`config.mk`:
```
export PLATFORM = sky130hd
export DESIGN_NAME = muldiv_execute_unit_flat
export DESIGN_NICKNAME = d
export VERILOG_FILES = /design/src/rtl/muldiv_execute_unit_if.sv /design/src/rtl/muldiv_execute_unit.sv /design/src/flat_wrapper.sv
export SDC_FILE = /design/constraint.sdc
export NUM_CORES = 1
export LEC_CHECK = 0
export BUFFER_PORTS_ARGS = -buffer_cell sky130_fd_sc_hd__buf_4
export CORE_MARGIN = 2
export CORE_UTILIZATION = 45
export DETAILED_ROUTE_END_ITERATION = 7
export PLACE_DENSITY = 0.75
export SYNTH_ARGS = -nofsm -noshare
export SYNTH_HDL_FRONTEND = slang
export SYNTH_SLANG_ARGS = --single-unit
```
`constraint.sdc`:
```
create_clock -name clk -period 5.9 [get_ports clk]
set_input_delay 0.295 -clock clk [delete_from_list [all_inputs] [get_ports clk]]
set_output_delay 0.295 -clock clk [all_outputs]
set_load 0.02 [all_outputs]
```
`src/rtl/muldiv_execute_unit_if.sv`:
```
// Handshake bundle between the E stage and the iterative RV32M unit.
// Master drives the instruction side, slave returns stall/result.
interface muldiv_execute_unit_if #(
    parameter int WIDTH = 32
);
    logic             StartE;
    logic [2:0]       MulDivOpE;
    logic [WIDTH-1:0] SrcAE;
    logic [WIDTH-1:0] SrcBE;
    logic             FlushE;
    logic             BusyE;
    logic             DoneE;
    logic [WIDTH-1:0] ResultE;

    modport master (
        output StartE, MulDivOpE, SrcAE, SrcBE, FlushE,
        input  BusyE, DoneE, ResultE
    );

    modport slave (
        input  StartE, MulDivOpE, SrcAE, SrcBE, FlushE,
        output BusyE, DoneE, ResultE
    );
endinterface

```
`src/rtl/muldiv_execute_unit.sv`:
```
// Iterative RV32M multiply/divide unit for the E stage (shift-add / restoring).
// Define MULDIV_FAST_MUL_EN for a single-cycle multiplier instead of shift-add.
module muldiv_execute_unit #(
    parameter  int WIDTH = 32,
    localparam int CNT_W = $clog2(WIDTH)
) (
    input logic                clk,
    input logic                rst,
    muldiv_execute_unit_if.slave bus
);
    typedef enum logic [1:0] {IDLE, MUL, DIV, DONE} state_t;

    state_t             state;
    logic [CNT_W-1:0]   cnt;
    logic [2:0]         op;
    logic [2*WIDTH-1:0] acc;
    logic [2*WIDTH-1:0] mcand;
    logic [WIDTH-1:0]   mplier;
    logic               b_sgn;
    logic               neg_q;
    logic               neg_r;
    logic               done_q;
    logic [WIDTH-1:0]   result_q;

    logic [WIDTH-1:0] a, b, abs_a, abs_b;
    logic [2:0]       opin;
    logic             is_mul, a_sgn_in, b_sgn_in;
    logic             div_sgn, a_neg, b_neg, div_zero, div_ovf;
    logic             last;

    assign a        = bus.SrcAE;
    assign b        = bus.SrcBE;
    assign opin     = bus.MulDivOpE;
    assign is_mul   = ~opin[2];
    assign a_sgn_in = (opin[1:0] == 2'b01) | (opin[1:0] == 2'b10);
    assign b_sgn_in = (opin[1:0] == 2'b01);
    assign div_sgn  = ~opin[0];
    assign a_neg    = div_sgn & a[WIDTH-1];
    assign b_neg    = div_sgn & b[WIDTH-1];
    assign abs_a    = a_neg ? -a : a;
    assign abs_b    = b_neg ? -b : b;
    assign div_zero = opin[2] & (b == '0);
    assign div_ovf  = opin[2] & div_sgn & (&b)
                    & (a == {1'b1, {(WIDTH-1){1'b0}}});
    assign last     = (cnt == CNT_W'(WIDTH-1));

    assign bus.BusyE   = ~rst & bus.StartE & (state != DONE) & ~bus.FlushE;
    assign bus.DoneE   = done_q;
    assign bus.ResultE = result_q;

`ifdef MULDIV_FAST_MUL_EN
    logic signed [2*WIDTH+1:0] fast_prod;
    logic [WIDTH-1:0]          fast_res;

    assign fast_prod = $signed({a_sgn_in & a[WIDTH-1], a})
                     * $signed({b_sgn_in & b[WIDTH-1], b});
    assign fast_res  = (opin[1:0] == 2'b00) ? fast_prod[WIDTH-1:0]
                                            : fast_prod[2*WIDTH-1:WIDTH];
`else
    logic [2*WIDTH-1:0] a_ext;

    assign a_ext = {{WIDTH{a_sgn_in & a[WIDTH-1]}}, a};
`endif

    // Signed multiplier: top bit carries weight -2^(WIDTH-1), so subtract it.
    logic [2*WIDTH-1:0] mul_add, mul_nx;
    logic [WIDTH-1:0]   mul_res;

    assign mul_add = mplier[0] ? mcand : '0;
    assign mul_nx  = (last & b_sgn) ? acc - mul_add : acc + mul_add;
    assign mul_res = (op[1:0] == 2'b00) ? mul_nx[WIDTH-1:0]
                                        : mul_nx[2*WIDTH-1:WIDTH];

    // Restoring divide: acc holds {remainder, shifting dividend/quotient}.
    logic [WIDTH:0]   shifted, diff;
    logic [WIDTH-1:0] rem_nx, quo_nx, q_fix, r_fix, div_res;

    assign shifted = {acc[2*WIDTH-1:WIDTH], acc[WIDTH-1]};
    assign diff    = shifted - {1'b0, mplier};
    assign rem_nx  = diff[WIDTH] ? shifted[WIDTH-1:0] : diff[WIDTH-1:0];
    assign quo_nx  = {acc[WIDTH-2:0], ~diff[WIDTH]};
    assign q_fix   = neg_q ? -quo_nx : quo_nx;
    assign r_fix   = neg_r ? -rem_nx : rem_nx;
    assign div_res = op[1] ? r_fix : q_fix;

    always_ff @(posedge clk) begin
        if (rst) begin
            state    <= IDLE;
            cnt      <= '0;
            op       <= '0;
            acc      <= '0;
            mcand    <= '0;
            mplier   <= '0;
            b_sgn    <= 1'b0;
            neg_q    <= 1'b0;
            neg_r    <= 1'b0;
            done_q   <= 1'b0;
            result_q <= '0;
        end else begin
            done_q <= 1'b0;
            if (bus.FlushE) begin
                state <= IDLE;
            end else begin
                unique case (state)
                    IDLE: if (bus.StartE) begin
                        cnt <= '0;
                        op  <= opin;
                        unique case (1'b1)
                            is_mul: begin
`ifdef MULDIV_FAST_MUL_EN
                                result_q <= fast_res;
                                done_q   <= 1'b1;
                                state    <= DONE;
`else
                                acc    <= '0;
                                mcand  <= a_ext;
                                mplier <= b;
                                b_sgn  <= b_sgn_in;
                                state  <= MUL;
`endif
                            end
                            div_zero: begin
                                result_q <= opin[1] ? a : '1;
                                done_q   <= 1'b1;
                                state    <= DONE;
                            end
                            div_ovf: begin
                                result_q <= opin[1] ? '0 : a;
                                done_q   <= 1'b1;
                                state    <= DONE;
                            end
                            default: begin
                                acc    <= {{WIDTH{1'b0}}, abs_a};
                                mplier <= abs_b;
                                neg_q  <= a_neg ^ b_neg;
                                neg_r  <= a_neg;
                                state  <= DIV;
                            end
                        endcase
                    end
                    MUL: begin
                        acc    <= mul_nx;
                        mcand  <= mcand << 1;
                        mplier <= mplier >> 1;
                        cnt    <= cnt + 1'b1;
                        if (last) begin
                            result_q <= mul_res;
                            done_q   <= 1'b1;
                            state    <= DONE;
                        end
                    end
                    DIV: begin
                        acc <= {rem_nx, quo_nx};
                        cnt <= cnt + 1'b1;
                        if (last) begin
                            result_q <= div_res;
                            done_q   <= 1'b1;
                            state    <= DONE;
                        end
                    end
                    DONE: state <= IDLE;
                endcase
            end
        end
    end
endmodule
```
`src/flat_wrapper.sv`:
```
// flat-port wrapper written by rule: the top's interface ports become plain ports
module muldiv_execute_unit_flat 
#(
    parameter  int WIDTH = 32,
    localparam int CNT_W = $clog2(WIDTH)
)
  (clk, rst, bus_StartE, bus_MulDivOpE, bus_SrcAE, bus_SrcBE, bus_FlushE, bus_BusyE, bus_DoneE, bus_ResultE);
  muldiv_execute_unit_if #(.WIDTH(WIDTH)) bus_i ();
  input logic clk;
  input logic rst;
  input wire logic [$bits(bus_i.StartE)-1:0] bus_StartE;
  input wire logic [$bits(bus_i.MulDivOpE)-1:0] bus_MulDivOpE;
  input wire logic [$bits(bus_i.SrcAE)-1:0] bus_SrcAE;
  input wire logic [$bits(bus_i.SrcBE)-1:0] bus_SrcBE;
  input wire logic [$bits(bus_i.FlushE)-1:0] bus_FlushE;
  output wire logic [$bits(bus_i.BusyE)-1:0] bus_BusyE;
  output wire logic [$bits(bus_i.DoneE)-1:0] bus_DoneE;
  output wire logic [$bits(bus_i.ResultE)-1:0] bus_ResultE;
  assign bus_i.StartE = bus_StartE;
  assign bus_i.MulDivOpE = bus_MulDivOpE;
  assign bus_i.SrcAE = bus_SrcAE;
  assign bus_i.SrcBE = bus_SrcBE;
  assign bus_i.FlushE = bus_FlushE;
  assign bus_BusyE = bus_i.BusyE;
  assign bus_DoneE = bus_i.DoneE;
  assign bus_ResultE = bus_i.ResultE;
  muldiv_execute_unit #(.WIDTH(WIDTH)) u_core (.clk(clk), .rst(rst), .bus(bus_i));
endmodule
```
==> flow_metrics.env <==
export IMPL_fin_nets=3286
export IMPL_h_tree_depth=1
export IMPL_grt_overflow_total=0
export IMPL_ant_nets=0
export IMPL_wire_per_inst_um=23.7
export IMPL_cts_buffer_depth=3
export IMPL_r2r_end="u_core.acc[39]"
export IMPL_grt_max_degree=135
export IMPL_status="finished clean"
export IMPL_min_period_over_period_pct=95.6
export IMPL_cp_top_family="simple AND/OR/NAND/NOR gates"
export IMPL_die_y_um=224
export IMPL_ir_worst_vdd_mv=0.277
export IMPL_syn_to_final_growth_pct=11.3
export IMPL_first_iter_violations=3100
export IMPL_io_pins=105
export IMPL_finalWorstSetupSlack_ns=0.260
export IMPL_async_reset_ff_share_pct=0
export IMPL_vias=24844
export IMPL_relSlewSlack_pct=25.1
export IMPL_register_area_um2=4110
export IMPL_clk_latency_ns=0.58
export IMPL_synth_seq_area_share_pct=18.9
export IMPL_r2r_setup_slack_ns=0.26
export IMPL_period_needed_ns=5.64
export IMPL_grtUsageTotal_pct=33.9
export IMPL_multi_input_area_um2=16600
export IMPL_insertedDiodeCount=0
export IMPL_critPathLaunchType="flip-flop"
export IMPL_syn_area_per_cell_um2=6.99
export IMPL_die_width_um=224
export IMPL_mostFrequentLayoutCells="nand2_1, nor2_1, a21oi_1, dfxtp_1, o21ai_0"
export IMPL_ys_warnings_count=0
export IMPL_drive_gt1_share_pct=10.6
export IMPL_tightest_slew_ns=1.12
export IMPL_dp_slack_ns=-0.0617
export IMPL_hold_path_end="u_core.state[0]"
export IMPL_cts_sinks=205
export IMPL_holdCritPathClass="primary input to flip-flop"
export IMPL_gp_congestion=1.08
export IMPL_ys_ff_latch=205
export IMPL_grt_pass1_vias=22235
export IMPL_routed_wl_um=88400
export IMPL_fillCellCount=4747
export IMPL_fmax_mhz=177
export IMPL_power_mw=6.93
export IMPL_rr_worst_depth=20
export IMPL_synthesis_nets=3288
export IMPL_required_ns=6.38
export IMPL_holdPathStages=2
export IMPL_cts_tree="done"
export IMPL_yosys_cell_types_count=99
export IMPL_stdcell_count=3736
export IMPL_p_per_area_nw_per_um2=287
export IMPL_grt_pass1_wl_um=133000
export IMPL_cts_buffers=27
export IMPL_syn_inst=3106
export IMPL_max_stage_delay_ns=0.58
export IMPL_worstHoldStart="bus_FlushE"
export IMPL_cp_max_fo=7
export IMPL_final_common_cell="nand2_1"
export IMPL_final_hold_viol_count=0
export IMPL_r2r_start="u_core.mcand[9]"
export IMPL_start_util_pct=45.6
export IMPL_cts_root_buf="clkbuf_16"
export IMPL_path_buf_inv=1
export IMPL_dieArea_um2=50000
export IMPL_crit_type="flip-flop to flip-flop"
export IMPL_dp_hpwl_um=66400
export IMPL_drc=0
export IMPL_crit_arrival_ns=6.12
export IMPL_critPathCaptureType="flip-flop"
export IMPL_avgViaCountPerCell=6.65
export IMPL_first_pass_iters=6
export IMPL_cp_cell_sequence="or4_1 > or4_1 > o31ai_1 > nand3_1 > buf_4 > o31ai_1 > o211ai_1 > ha_1 > nand4_1 > nor3_1 > a221oi_1 > o21ai_0 > a31oi_1 > o211ai_1 > nand2_1 > nor3_1 > nand2b_1 > xor2_1 > a22oi_1 > o32ai_1"
export IMPL_place_inst=3689
export IMPL_syn_area_um2=21700
export IMPL_portBuffers=104
export IMPL_cap_violations=0
export IMPL_coreArea_um2=47600
export IMPL_maxSlewViolCount=0
export IMPL_power_leakage_nw=9.53
export IMPL_synth_flop_cell="dfxtp_1"
export IMPL_antenna_found_initial=0
export IMPL_finalClockSkew_ns=0.0188
export IMPL_clk_pin_slew_worst_paths_ns=0.06
export IMPL_crit_slowest_cell="or4_1"
export IMPL_rows=80
export IMPL_synth_enable_flop_cells=0
export IMPL_final_setup_viol_count=0
[area by class of cell]
class / count / share of cell area, %
clock buffers: 39 / 3.27
flip-flops and latches: 205 / 17.0
multi-input cells: 2582 / 68.6
well taps: 615 / 3.18
clock inverters: 7 / 0.378
inverters: 94 / 1.46
repair buffers: 194 / 6.09
[metal layers]
metal / wire length [µm] / GRT usage (%) / up-vias
met5: 0 / 0 / -
met1: 35100 / 44.2 / 11503
met3: 10100 / 8.03 / 378
li1: - / - / 11446
met2: 36300 / 50.3 / 1517
met4: 6880 / 21.8 / 0
[kinds of logic (layout without fill, tap and decap cells)]
family                   count (synthesis)  count (layout)  synth area share (%)
AND/OR/NAND/NOR                       1119            1119                  24.4
AO/OA/AOI/OAI                         1055            1055                  32.0
buffers and inverters                  319             334                  5.75
XOR/XNOR                               223             223                  9.03
flip-flops                             205             205                  18.9
adder cells (fa/ha/maj)                113             113                  6.56
multiplexers                            72              72                  3.38
[worst reg2reg max path, stage by stage (launching register included)]
cell and delay, ns:
dfxtp_1 0.30, or4_1 0.58, or4_1 0.45, o31ai_1 0.24, nand3_1 0.18, buf_4 0.19
o31ai_1 0.30, o211ai_1 0.16, ha_1 0.42, nand4_1 0.22, nor3_1 0.30, a221oi_1 0.13
o21ai_0 0.09, a31oi_1 0.13, o211ai_1 0.34, nand2_1 0.19, nor3_1 0.29, nand2b_1 0.17
xor2_1 0.55, a22oi_1 0.15, o32ai_1 0.15
[Yosys cell counts (47+ instances only)]
cell type | count | area, µm²
xor2_1 | 91 | 797
xnor2_1 | 131 | 1150
a21oi_1 | 283 | 1420
nand2_1 | 353 | 1330
nand3_1 | 65 | 325
a211oi_1 | 82 | 616
a22oi_1 | 47 | 353
nor2_1 | 315 | 1180
inv_1 | 91 | 342
nor3_1 | 106 | 531
o21ai_0 | 207 | 1040
a21o_1 | 68 | 510
ha_1 | 109 | 1360
mux2i_1 | 62 | 621
dfxtp_1 | 205 | 4100
clkbuf_1 | 184 | 691
[timing repair]
item	CTS	global route
setup endpoints to repair	6	27
gates resized for setup	3	37
pin swaps	0	9
hold buffers	0	0
buffers inserted	0	1
[worst max-delay path by stage]
stage / startpoint / to / cells past startpoint
floorplan: u_core.mplier[0] / u_core.bus.ResultE[25] / 28
global placement: u_core.mcand[9] / u_core.bus.ResultE[29] / 23
detailed placement: u_core.mcand[9] / u_core.bus.ResultE[29] / 23
CTS: u_core.mcand[9] / u_core.bus.ResultE[23] / 23
global route: u_core.mcand[9] / u_core.acc[39] / 20
finish: u_core.mcand[9] / u_core.acc[39] / 20
[stage by stage]
stage	setup TNS (ns)	utilization [%]	area, µm²	hold WS, ns
final	0	50.7	24200	0.0718
after global routing	-0.00978	50.7	24200	0.0903
after CTS	0	50.4	24000	0.0645
after detailed placement	-0.242	48.5	23100	0.453
after global placement	0	48.5	23100	0.444
after floorplan	0	-	21700	0.431
[registers in the layout, indices dropped and copies added (netlist names)]
name                count
u_core.neg_q            1
u_core.neg_r            1
u_core.b_sgn            1
u_core.bus.ResultE     32
u_core.state            2
u_core.mplier          32
u_core.op               2
u_core.bus.DoneE        1
u_core.cnt              5
u_core.mcand           64
u_core.acc             64
[report_power, final]
| part | switching [mW] | internal (mW) | total [mW] |
|---|---|---|---|
| registers | 0.141 | 1.47 | 1.61 |
| clock network | 0.695 | 1.01 | 1.70 |
| logic | 2.31 | 1.31 | 3.62 |
| total | 3.14 | 3.79 | 6.93 |
Power figures use the tool's default switching activity.
